## src/rtl/range_dma_sequencer.sv

```systemverilog
// Purpose : bus initiator copying each byte of the window [lower, upper) to one fixed target address.
// Latency : busy rises the cycle after an accepted start; N bytes take 2N+1 busy cycles with ready held high.
// Backpressure: I_ready low stalls READ/WRITE with all outputs held; I_start is ignored while busy.
//
// Ports:
//   I_clock, I_reset_n               clock (rising edge), async active-low reset
//   I_start, I_lower/I_upper/I_target start request and window/target, latched on acceptance
//   I_data, I_ready                  bus read data and cycle-complete handshake
//   O_address, O_data, O_read, O_write  bus request, all registered
//   O_busy, O_done, O_count          status: not-idle, one-cycle completion pulse, bytes written
// Build option: define RANGE_DMA_ABORT_EN to add the I_abort input (early termination).
module range_dma_sequencer #(
  parameter int P_width = 16,
  parameter int P_data  = 8
) (
  input  logic               I_clock,
  input  logic               I_reset_n,
  input  logic               I_start,
  input  logic [P_width-1:0] I_lower,
  input  logic [P_width-1:0] I_upper,
  input  logic [P_width-1:0] I_target,
  input  logic [P_data-1:0]  I_data,
  input  logic               I_ready,
`ifdef RANGE_DMA_ABORT_EN
  input  logic               I_abort,
`endif
  output logic [P_width-1:0] O_address,
  output logic [P_data-1:0]  O_data,
  output logic               O_read,
  output logic               O_write,
  output logic               O_busy,
  output logic               O_done,
  output logic [P_width-1:0] O_count
);

  typedef enum logic [1:0] {
    ST_IDLE  = 2'd0,
    ST_READ  = 2'd1,
    ST_WRITE = 2'd2,
    ST_DONE  = 2'd3
  } state_t;

  localparam logic [P_width-1:0] ONE = {{(P_width-1){1'b0}}, 1'b1};

  state_t             state;
  logic [P_width-1:0] cur_addr;
  logic [P_width-1:0] end_addr;
  logic [P_width-1:0] tgt_addr;
  logic [P_width-1:0] cur_next;
  logic               abort;

  // cur < end is guaranteed in READ/WRITE, so this increment never wraps.
  assign cur_next = cur_addr + ONE;

`ifdef RANGE_DMA_ABORT_EN
  assign abort = I_abort;
`else
  assign abort = 1'b0;
`endif

  // O_data doubles as the byte buffer: it is loaded on the read handshake
  // and presented unchanged throughout the following WRITE.
  always_ff @(posedge I_clock or negedge I_reset_n) begin
    if (!I_reset_n) begin
      state     <= ST_IDLE;
      cur_addr  <= '0;
      end_addr  <= '0;
      tgt_addr  <= '0;
      O_address <= '0;
      O_data    <= '0;
      O_read    <= 1'b0;
      O_write   <= 1'b0;
      O_busy    <= 1'b0;
      O_done    <= 1'b0;
      O_count   <= '0;
    end else begin
      case (state)
        ST_IDLE: begin
          O_done <= 1'b0;
          if (I_start) begin
            cur_addr <= I_lower;
            end_addr <= I_upper;
            tgt_addr <= I_target;
            O_count  <= '0;
            O_busy   <= 1'b1;
            if (I_lower < I_upper) begin
              state     <= ST_READ;
              O_address <= I_lower;
              O_read    <= 1'b1;
            end else begin
              // Empty window (including reversed bounds): no bus cycles.
              state  <= ST_DONE;
              O_done <= 1'b1;
            end
          end
        end

        ST_READ: begin
          if (abort) begin
            state  <= ST_DONE;
            O_read <= 1'b0;
            O_done <= 1'b1;
          end else if (I_ready) begin
            state     <= ST_WRITE;
            O_data    <= I_data;
            O_address <= tgt_addr;
            O_read    <= 1'b0;
            O_write   <= 1'b1;
          end
        end

        ST_WRITE: begin
          if (I_ready) begin
            // A completing write always counts, even when abort arrives with it.
            O_count  <= O_count + ONE;
            cur_addr <= cur_next;
            O_write  <= 1'b0;
            if (abort || (cur_next == end_addr)) begin
              state  <= ST_DONE;
              O_done <= 1'b1;
            end else begin
              state     <= ST_READ;
              O_address <= cur_next;
              O_read    <= 1'b1;
            end
          end else if (abort) begin
            state   <= ST_DONE;
            O_write <= 1'b0;
            O_done  <= 1'b1;
          end
        end

        ST_DONE: begin
          state  <= ST_IDLE;
          O_done <= 1'b0;
          O_busy <= 1'b0;
        end

        default: begin
          state <= ST_IDLE;
        end
      endcase
    end
  end

endmodule

```

## config.mk

```make
export PLATFORM = sky130hd
export DESIGN_NAME = range_dma_sequencer
export DESIGN_NICKNAME = d
export VERILOG_FILES = /design/src/rtl/range_dma_sequencer.sv
export SDC_FILE = /design/constraint.sdc
export NUM_CORES = 1
export LEC_CHECK = 0
export ABC_AREA = 0
export CAP_MARGIN = 30
export CORE_ASPECT_RATIO = 0.75
export CORE_UTILIZATION = 38
export CTS_CLUSTER_SIZE = 14
export DETAILED_ROUTE_END_ITERATION = 8
export HOLD_SLACK_MARGIN = 0.08
export SLEW_MARGIN = 0
export SYNTH_ARGS = -nofsm -noshare
export SYNTH_HDL_FRONTEND = slang
export SYNTH_SLANG_ARGS = --single-unit
```

## constraint.sdc

```tcl
create_clock -name I_clock -period 8.3 [get_ports I_clock]
set_input_delay 1.66 -clock I_clock [delete_from_list [all_inputs] [get_ports I_clock]]
set_output_delay 1.66 -clock I_clock [all_outputs]
set_load 0.01 [all_outputs]
```

# ---- After elaboration in Yosys (flattened, before gate mapping)
# Index checks and enable logic that the tools add are counted.
# W data, S select, Z words.
dict set report word_totals {
  mem_count 0
  register_bits 94
  ram_bits 0
  latchBits 0
  in_bits 60
  romBits 0
  out_inout_bits 44
  wordCells 71
}
dict set report op_classes {
  order_cmp 1
  n_eq_ne 10
  n_div 0
  muxes 33
  n_bitwise 1
  add_sub_neg 2
  n_mul 0
  reduce_logical 13
  shifts 0
}
# operator n
set op_table {}
lappend op_table {{$mux W16} 9}
lappend op_table {{$pmux W16 S2} 2}
lappend op_table {{$pmux W16 S3} 1}
lappend op_table {{$add A16 B1 Y16 const B} 2}
lappend op_table {{$eq A16 B16 Y1} 1}
lappend op_table {{$lt A16 B16 Y1} 1}
lappend op_table {{$ne A2 B2 Y1 const B} 6}
lappend op_table {{$reduce_and A3 Y1} 4}
lappend op_table {{$mux W1} 11}
lappend op_table {{$mux W2} 5}
lappend op_table {{$pmux W2 S4} 1}
lappend op_table {{$pmux W1 S3} 2}
lappend op_table {{$reduce_and A2 Y1} 3}
lappend op_table {{$reduce_and A6 Y1} 1}
lappend op_table {{$reduce_bool A2 Y1} 3}
lappend op_table {{$eq A2 B2 Y1 const B} 2}
lappend op_table {{$pmux W1 S2} 2}
lappend op_table {{$reduce_bool A3 Y1} 1}
lappend op_table {{$eq A2 B1 Y1 const B} 1}
lappend op_table {{$logic_not A2 Y1} 1}
lappend op_table {{$not A1 Y1} 1}

# ---- Logic depth before layout (Yosys ltp)
dict set report depth {
  ltp_word 5
  mapped_depth 11
  ltp_nobuf 9
}

# ---- Worst setup path before layout
# No wires, ideal clock.
dict set report synth_timing {
  path_kind {input-to-reg}
  startpoint {input I_upper[13]}
  endpoint {register O_address[10]}
  setup_time_ns 0.125
  n_path_buf 1
  arrival_time_ns 3.296
  path_slack_ns 4.879
  path_stages 9
  required_time_ns 8.175
  path_cell_list {inv_1 > ha_1 > nand4_1 > nor3_1 > o21ai_0 > and3_1 > o211ai_4 > buf_12 > mux2_4}
}
dict set report synth_between {
  elab_chain_cells 3
}
# element line_no
set synth_rtl {}
lappend synth_rtl {{start: declaration} 20} ;# input logic [P_width-1:0] I_upper,
lappend synth_rtl {{$lt A16 B16 Y1} 86} ;# if (I_lower < I_upper) begin
lappend synth_rtl {{$ne A2 B2 Y1 (no source line)} --}
lappend synth_rtl {{$reduce_and A6 Y1 (no source line)} --}
lappend synth_rtl {{end signal: assignment} 88} ;# O_address <= I_lower;
lappend synth_rtl {{end signal: assignment} 106} ;# O_address <= tgt_addr;
lappend synth_rtl {{end signal: assignment} 123} ;# O_address <= cur_next;
lappend synth_rtl {{end: declaration} 27} ;# output logic [P_width-1:0] O_address,
# Every way passes these cells.
# A chain may end at the register's enable or synchronous reset.

# ---- Final worst setup path
dict set report layout_timing {
  startpoint {input I_lower[15]}
  endpoint {register O_address[11]}
}
dict set report layout_between {
  elab_chain_cells 3
}
# element line_no
set layout_rtl {}
lappend layout_rtl {{start: declaration} 19} ;# input logic [P_width-1:0] I_lower,
lappend layout_rtl {{$lt A16 B16 Y1} 86}
lappend layout_rtl {{$ne A2 B2 Y1 (no source line)} --}
lappend layout_rtl {{$reduce_and A6 Y1 (no source line)} --}
# Every way passes these cells.

==> flow_results.xml <==
<?xml version="1.0" encoding="UTF-8"?>
<metrics>
  <group name="drt">
    <metric name="drt-met1-wl" unit="mm">7.27</metric>
    <metric name="remaining_drc_errors" unit="">0</metric>
    <metric name="drt-initial-drc-count" unit="">428</metric>
    <metric name="postRouteWirelength" unit="mm">14.9</metric>
    <metric name="vias" unit="">4597</metric>
    <metric name="met2_wl" unit="mm">6.57</metric>
    <metric name="post_drt_via_cell_ratio" unit="">5.39</metric>
    <metric name="drt_pre_antenna_iters" unit="">5</metric>
    <metric name="avgRoutedWirePerCell" unit="µm">17.5</metric>
    <metric name="routed.top_layer" unit="">met4</metric>
    <metric name="wl_met3" unit="µm">907</metric>
    <metric name="ant_nets" unit="">0</metric>
  </group>
  <group name="floorplan">
    <metric name="fp.dieArea" unit="mm²">0.0152</metric>
    <metric name="pin_count" unit="">104</metric>
    <metric name="die_height" unit="µm">107</metric>
    <metric name="floorplan.initialDensity" unit="">0.388</metric>
    <metric name="dieWidth" unit="µm">142</metric>
    <metric name="num_rows" unit="">38</metric>
    <metric name="floorplan.core_area" unit="mm²">0.0144</metric>
  </group>
  <group name="sta">
    <metric name="fin_setup_tns" unit="ps">0</metric>
    <metric name="maxSlewViolCount" unit="">0</metric>
    <metric name="final_critical_period" unit="ps">4310</metric>
    <metric name="setup_violations" unit="">0</metric>
    <metric name="rsz0062_at_grt" unit="">false</metric>
    <metric name="worst_clock_skew" unit="ps">7.00</metric>
    <metric name="tightestPinTransition" unit="ps">961</metric>
    <metric name="timing.fmax" unit="MHz">232</metric>
    <metric name="final_hold_viol_count" unit="">0</metric>
    <metric name="max_slew_headroom" unit="">0.357</metric>
    <metric name="period_share" unit="">0.519</metric>
  </group>
  <group name="yosys">
    <metric name="synth_top_flop_cell" unit="">sky130_fd_sc_hd__dfrtp_1</metric>
    <metric name="syn-mean-instance-area" unit="µm²">9.80</metric>
    <metric name="ys_top_cells_by_area" unit="">sky130_fd_sc_hd__dfrtp_1 (42%), sky130_fd_sc_hd__mux2_2 (6.8%), sky130_fd_sc_hd__ha_1 (4.7%)</metric>
    <metric name="synthesis.area" unit="mm²">0.00560</metric>
    <metric name="postSynthRegisterBits" unit="">94</metric>
    <metric name="post_synthesis_sequential_area_ratio" unit="">0.420</metric>
    <metric name="synth_largest_area_cell" unit="">sky130_fd_sc_hd__dfrtp_1</metric>
    <metric name="ys.warnings.count" unit="">0</metric>
    <metric name="synth_cell_type_count" unit="">63</metric>
    <metric name="netlist_instances" unit="">571</metric>
    <metric name="syn_nets" unit="">652</metric>
    <metric name="synth-async-reset-ratio" unit="">1.00</metric>
    <metric name="synth-edff-count" unit="">0</metric>
    <metric name="yosysTopAreaCellShare" unit="">0.420</metric>
    <metric name="synth.cells.most_frequent" unit="">sky130_fd_sc_hd__dfrtp_1 (94), sky130_fd_sc_hd__nor2_1 (45), sky130_fd_sc_hd__a21oi_1 (42), sky130_fd_sc_hd__nand2_1 (42), sky130_fd_sc_hd__mux2_2 (34)</metric>
    <metric name="post-synth-top-count-cell" unit="">sky130_fd_sc_hd__dfrtp_1</metric>
  </group>
  <group name="cts">
    <metric name="clk-insertion-delay-late" unit="ps">350</metric>
    <metric name="tritoncts" unit="">built</metric>
    <metric name="cts_hold_buffers" unit="">0</metric>
    <metric name="cts-root-buf" unit="">sky130_fd_sc_hd__clkbuf_16</metric>
    <metric name="cts_max_level" unit="">3</metric>
    <metric name="cts-resized-gates" unit="">0</metric>
    <metric name="post-cts-setup-buffer-count" unit="">0</metric>
    <metric name="number_of_clock_buffers_inserted_by_tritoncts" unit="">9</metric>
    <metric name="numClockSinks" unit="">94</metric>
    <metric name="worst_setup_hold_path_clk_slew" unit="ps">60</metric>
    <metric name="clock_tree.buffer_depth" unit="">2</metric>
  </group>
  <group name="run">
    <metric name="drv.max_cap_violation_count" unit="">0</metric>
  </group>
  <group name="global_route">
    <metric name="grt_first_pass_wirelength" unit="mm">24.3</metric>
    <metric name="grt_max_degree" unit="">50</metric>
    <metric name="grtUsageTotal" unit="">0.208</metric>
    <metric name="first_global_vias" unit="">4566</metric>
    <metric name="grt_antenna_before_repair" unit="">0</metric>
    <metric name="gr-total-overflow" unit="">0</metric>
  </group>
  <group name="worst_setup_path">
    <metric name="startpoint_type" unit="">primary input</metric>
    <metric name="worstReg2RegStart" unit="">state[0]$_DFFE_PN0P_</metric>
    <metric name="cp_data_arrival_time" unit="ps">4540</metric>
    <metric name="worst_ep_required_time" unit="ps">8530</metric>
    <metric name="timing.critical_path.fanout_max" unit="">17</metric>
    <metric name="criticalPathCategory" unit="">in2reg</metric>
    <metric name="endpoint_kind" unit="">flip-flop</metric>
    <metric name="reg2reg_to" unit="">O_count[15]$_DFFE_PN0P_</metric>
    <metric name="rr_worst_depth" unit="">11</metric>
    <metric name="reg2reg_slack" unit="ps">4490</metric>
  </group>
  <group name="place">
    <metric name="placed_area" unit="mm²">0.00671</metric>
    <metric name="dp_hpwl" unit="mm">10.9</metric>
    <metric name="place.gp.congestion" unit="">0.876</metric>
    <metric name="place.port_buffers" unit="">103</metric>
  </group>
  <group name="pwr">
    <metric name="power.density" unit="mW/mm²">380</metric>
    <metric name="p_leak" unit="µW">0.00294</metric>
    <metric name="ir_drop" unit="mV">0.166</metric>
    <metric name="total_power" unit="µW">2650</metric>
  </group>
  <group name="min_path">
    <metric name="hold_path.startpoint" unit="">O_data[6]$_DFFE_PN0P_</metric>
    <metric name="hold_end" unit="">O_data[6]$_DFFE_PN0P_</metric>
    <metric name="worstHoldPathCells" unit="">1</metric>
    <metric name="min_path_type" unit="">reg2reg</metric>
  </group>
  <group name="finish">
    <metric name="layout.nets" unit="">729</metric>
    <metric name="insertedDiodeCount" unit="">0</metric>
    <metric name="drive_above_1_share" unit="">0.116</metric>
    <metric name="final_area" unit="mm²">0.00698</metric>
    <metric name="synthToLayoutAreaGrowth" unit="%">24.8</metric>
  </group>
  <group name="run_status">
    <metric name="outcome" unit="">finished clean</metric>
  </group>
</metrics>
[cell families (layout without fill, tap and decap cells)]
logic type / count (synthesis) / count (layout) / share of synthesized area
simple gates: 162 / 162 / 0.149
compound gates: 135 / 135 / 0.154
flops: 94 / 94 / 0.420
buf+inv: 68 / 150 / 0.0577
mux: 50 / 50 / 0.105
xor+xnor: 41 / 41 / 0.0669
fa+ha+maj: 21 / 21 / 0.0470
[worst max path at each step]
stage	from	endpoint	slack, ps	depth (start not counted)
4_1_cts	I_lower[15]	O_address[11]$_DFFE_PN0P_	4020	8
2_1_floorplan	I_upper[13]	O_address[10]$_DFFE_PN0P_	4880	9
5_1_grt	I_lower[15]	O_address[11]$_DFFE_PN0P_	3900	8
6_report	I_lower[15]	O_address[11]$_DFFE_PN0P_	3990	8
3_5_place_dp	I_lower[15]	O_address[15]$_DFFE_PN0P_	3670	8
3_3_place_gp	I_lower[15]	O_address[14]$_DFFE_PN0P_	3710	8
[critical path: stages]
cell and delay, ps:
sky130_fd_sc_hd__clkdlybuf4s50_1 510, sky130_fd_sc_hd__ha_1 380, sky130_fd_sc_hd__nand4_1 100, sky130_fd_sc_hd__nor3_1 340, sky130_fd_sc_hd__o21ai_0 180, sky130_fd_sc_hd__and3_1 270, sky130_fd_sc_hd__o211ai_4 660, sky130_fd_sc_hd__mux2_2 420
[layout by cell type (no fill, tap or decap), types with 7 or more instances in the layout]
master	Yosys	routed
sky130_fd_sc_hd__clkdlybuf4s50_1	0	102
sky130_fd_sc_hd__dfrtp_1	94	94
sky130_fd_sc_hd__nor2_1	45	45
sky130_fd_sc_hd__nand2_1	42	42
sky130_fd_sc_hd__a21oi_1	42	42
sky130_fd_sc_hd__mux2_2	34	34
sky130_fd_sc_hd__o21ai_0	32	32
sky130_fd_sc_hd__inv_1	25	25
sky130_fd_sc_hd__xnor2_1	21	21
sky130_fd_sc_hd__ha_1	21	21
sky130_fd_sc_hd__nand3_1	19	19
sky130_fd_sc_hd__xor2_1	19	19
sky130_fd_sc_hd__nand4_1	15	15
sky130_fd_sc_hd__o22ai_1	12	12
sky130_fd_sc_hd__a22oi_1	10	10
sky130_fd_sc_hd__mux2_4	9	9
sky130_fd_sc_hd__clkbuf_16	0	9
sky130_fd_sc_hd__mux2i_1	7	7
[flip-flops by register name, indices dropped and copies added (netlist names)]
register / count
O_write: 1
O_done: 1
O_count: 16
cur_addr: 16
O_data: 8
state: 2
O_address: 16
O_read: 1
end_addr: 16
O_busy: 1
tgt_addr: 16
[power by group]
part / switching, µW / total, µW / internal, µW
combinational: 704 / 1390 / 689
sequential: 206 / 864 / 658
clock: 176 / 395 / 219
total: 1090 / 2650 / 1570
[layer usage]
| layer | track usage | vias up |
|---|---|---|
| met4 | 0.0599 | 0 |
| met5 | 0 | - |
| met3 | 0.0464 | 17 |
| li1 | - | 2199 |
| met2 | 0.317 | 138 |
| met1 | 0.294 | 2243 |
[layout make-up]
type,instances,area [µm²]
Clock buffer,13,260
Clock inverter,3,18.8
Fill cell,1338,7420
Inverter,25,93.8
Multi-Input combinational cell,409,2920
Sequential cell,94,2350
Tap cell,200,250
Timing Repair Buffer,109,1090
[per-stage QoR]
step | util | hold WS, ps | instances | setup WS [ps]
CTS | 0.485 | 508 | 853 | 4020
global placement | 0.463 | 491 | 835 | 3710
finish | 0.485 | 505 | 853 | 3990
detailed placement | 0.465 | 492 | 837 | 3670
global route | 0.485 | 526 | 853 | 3900
floorplan | - | 469 | 571 | 4880
(Power assumes the default switching activity.)
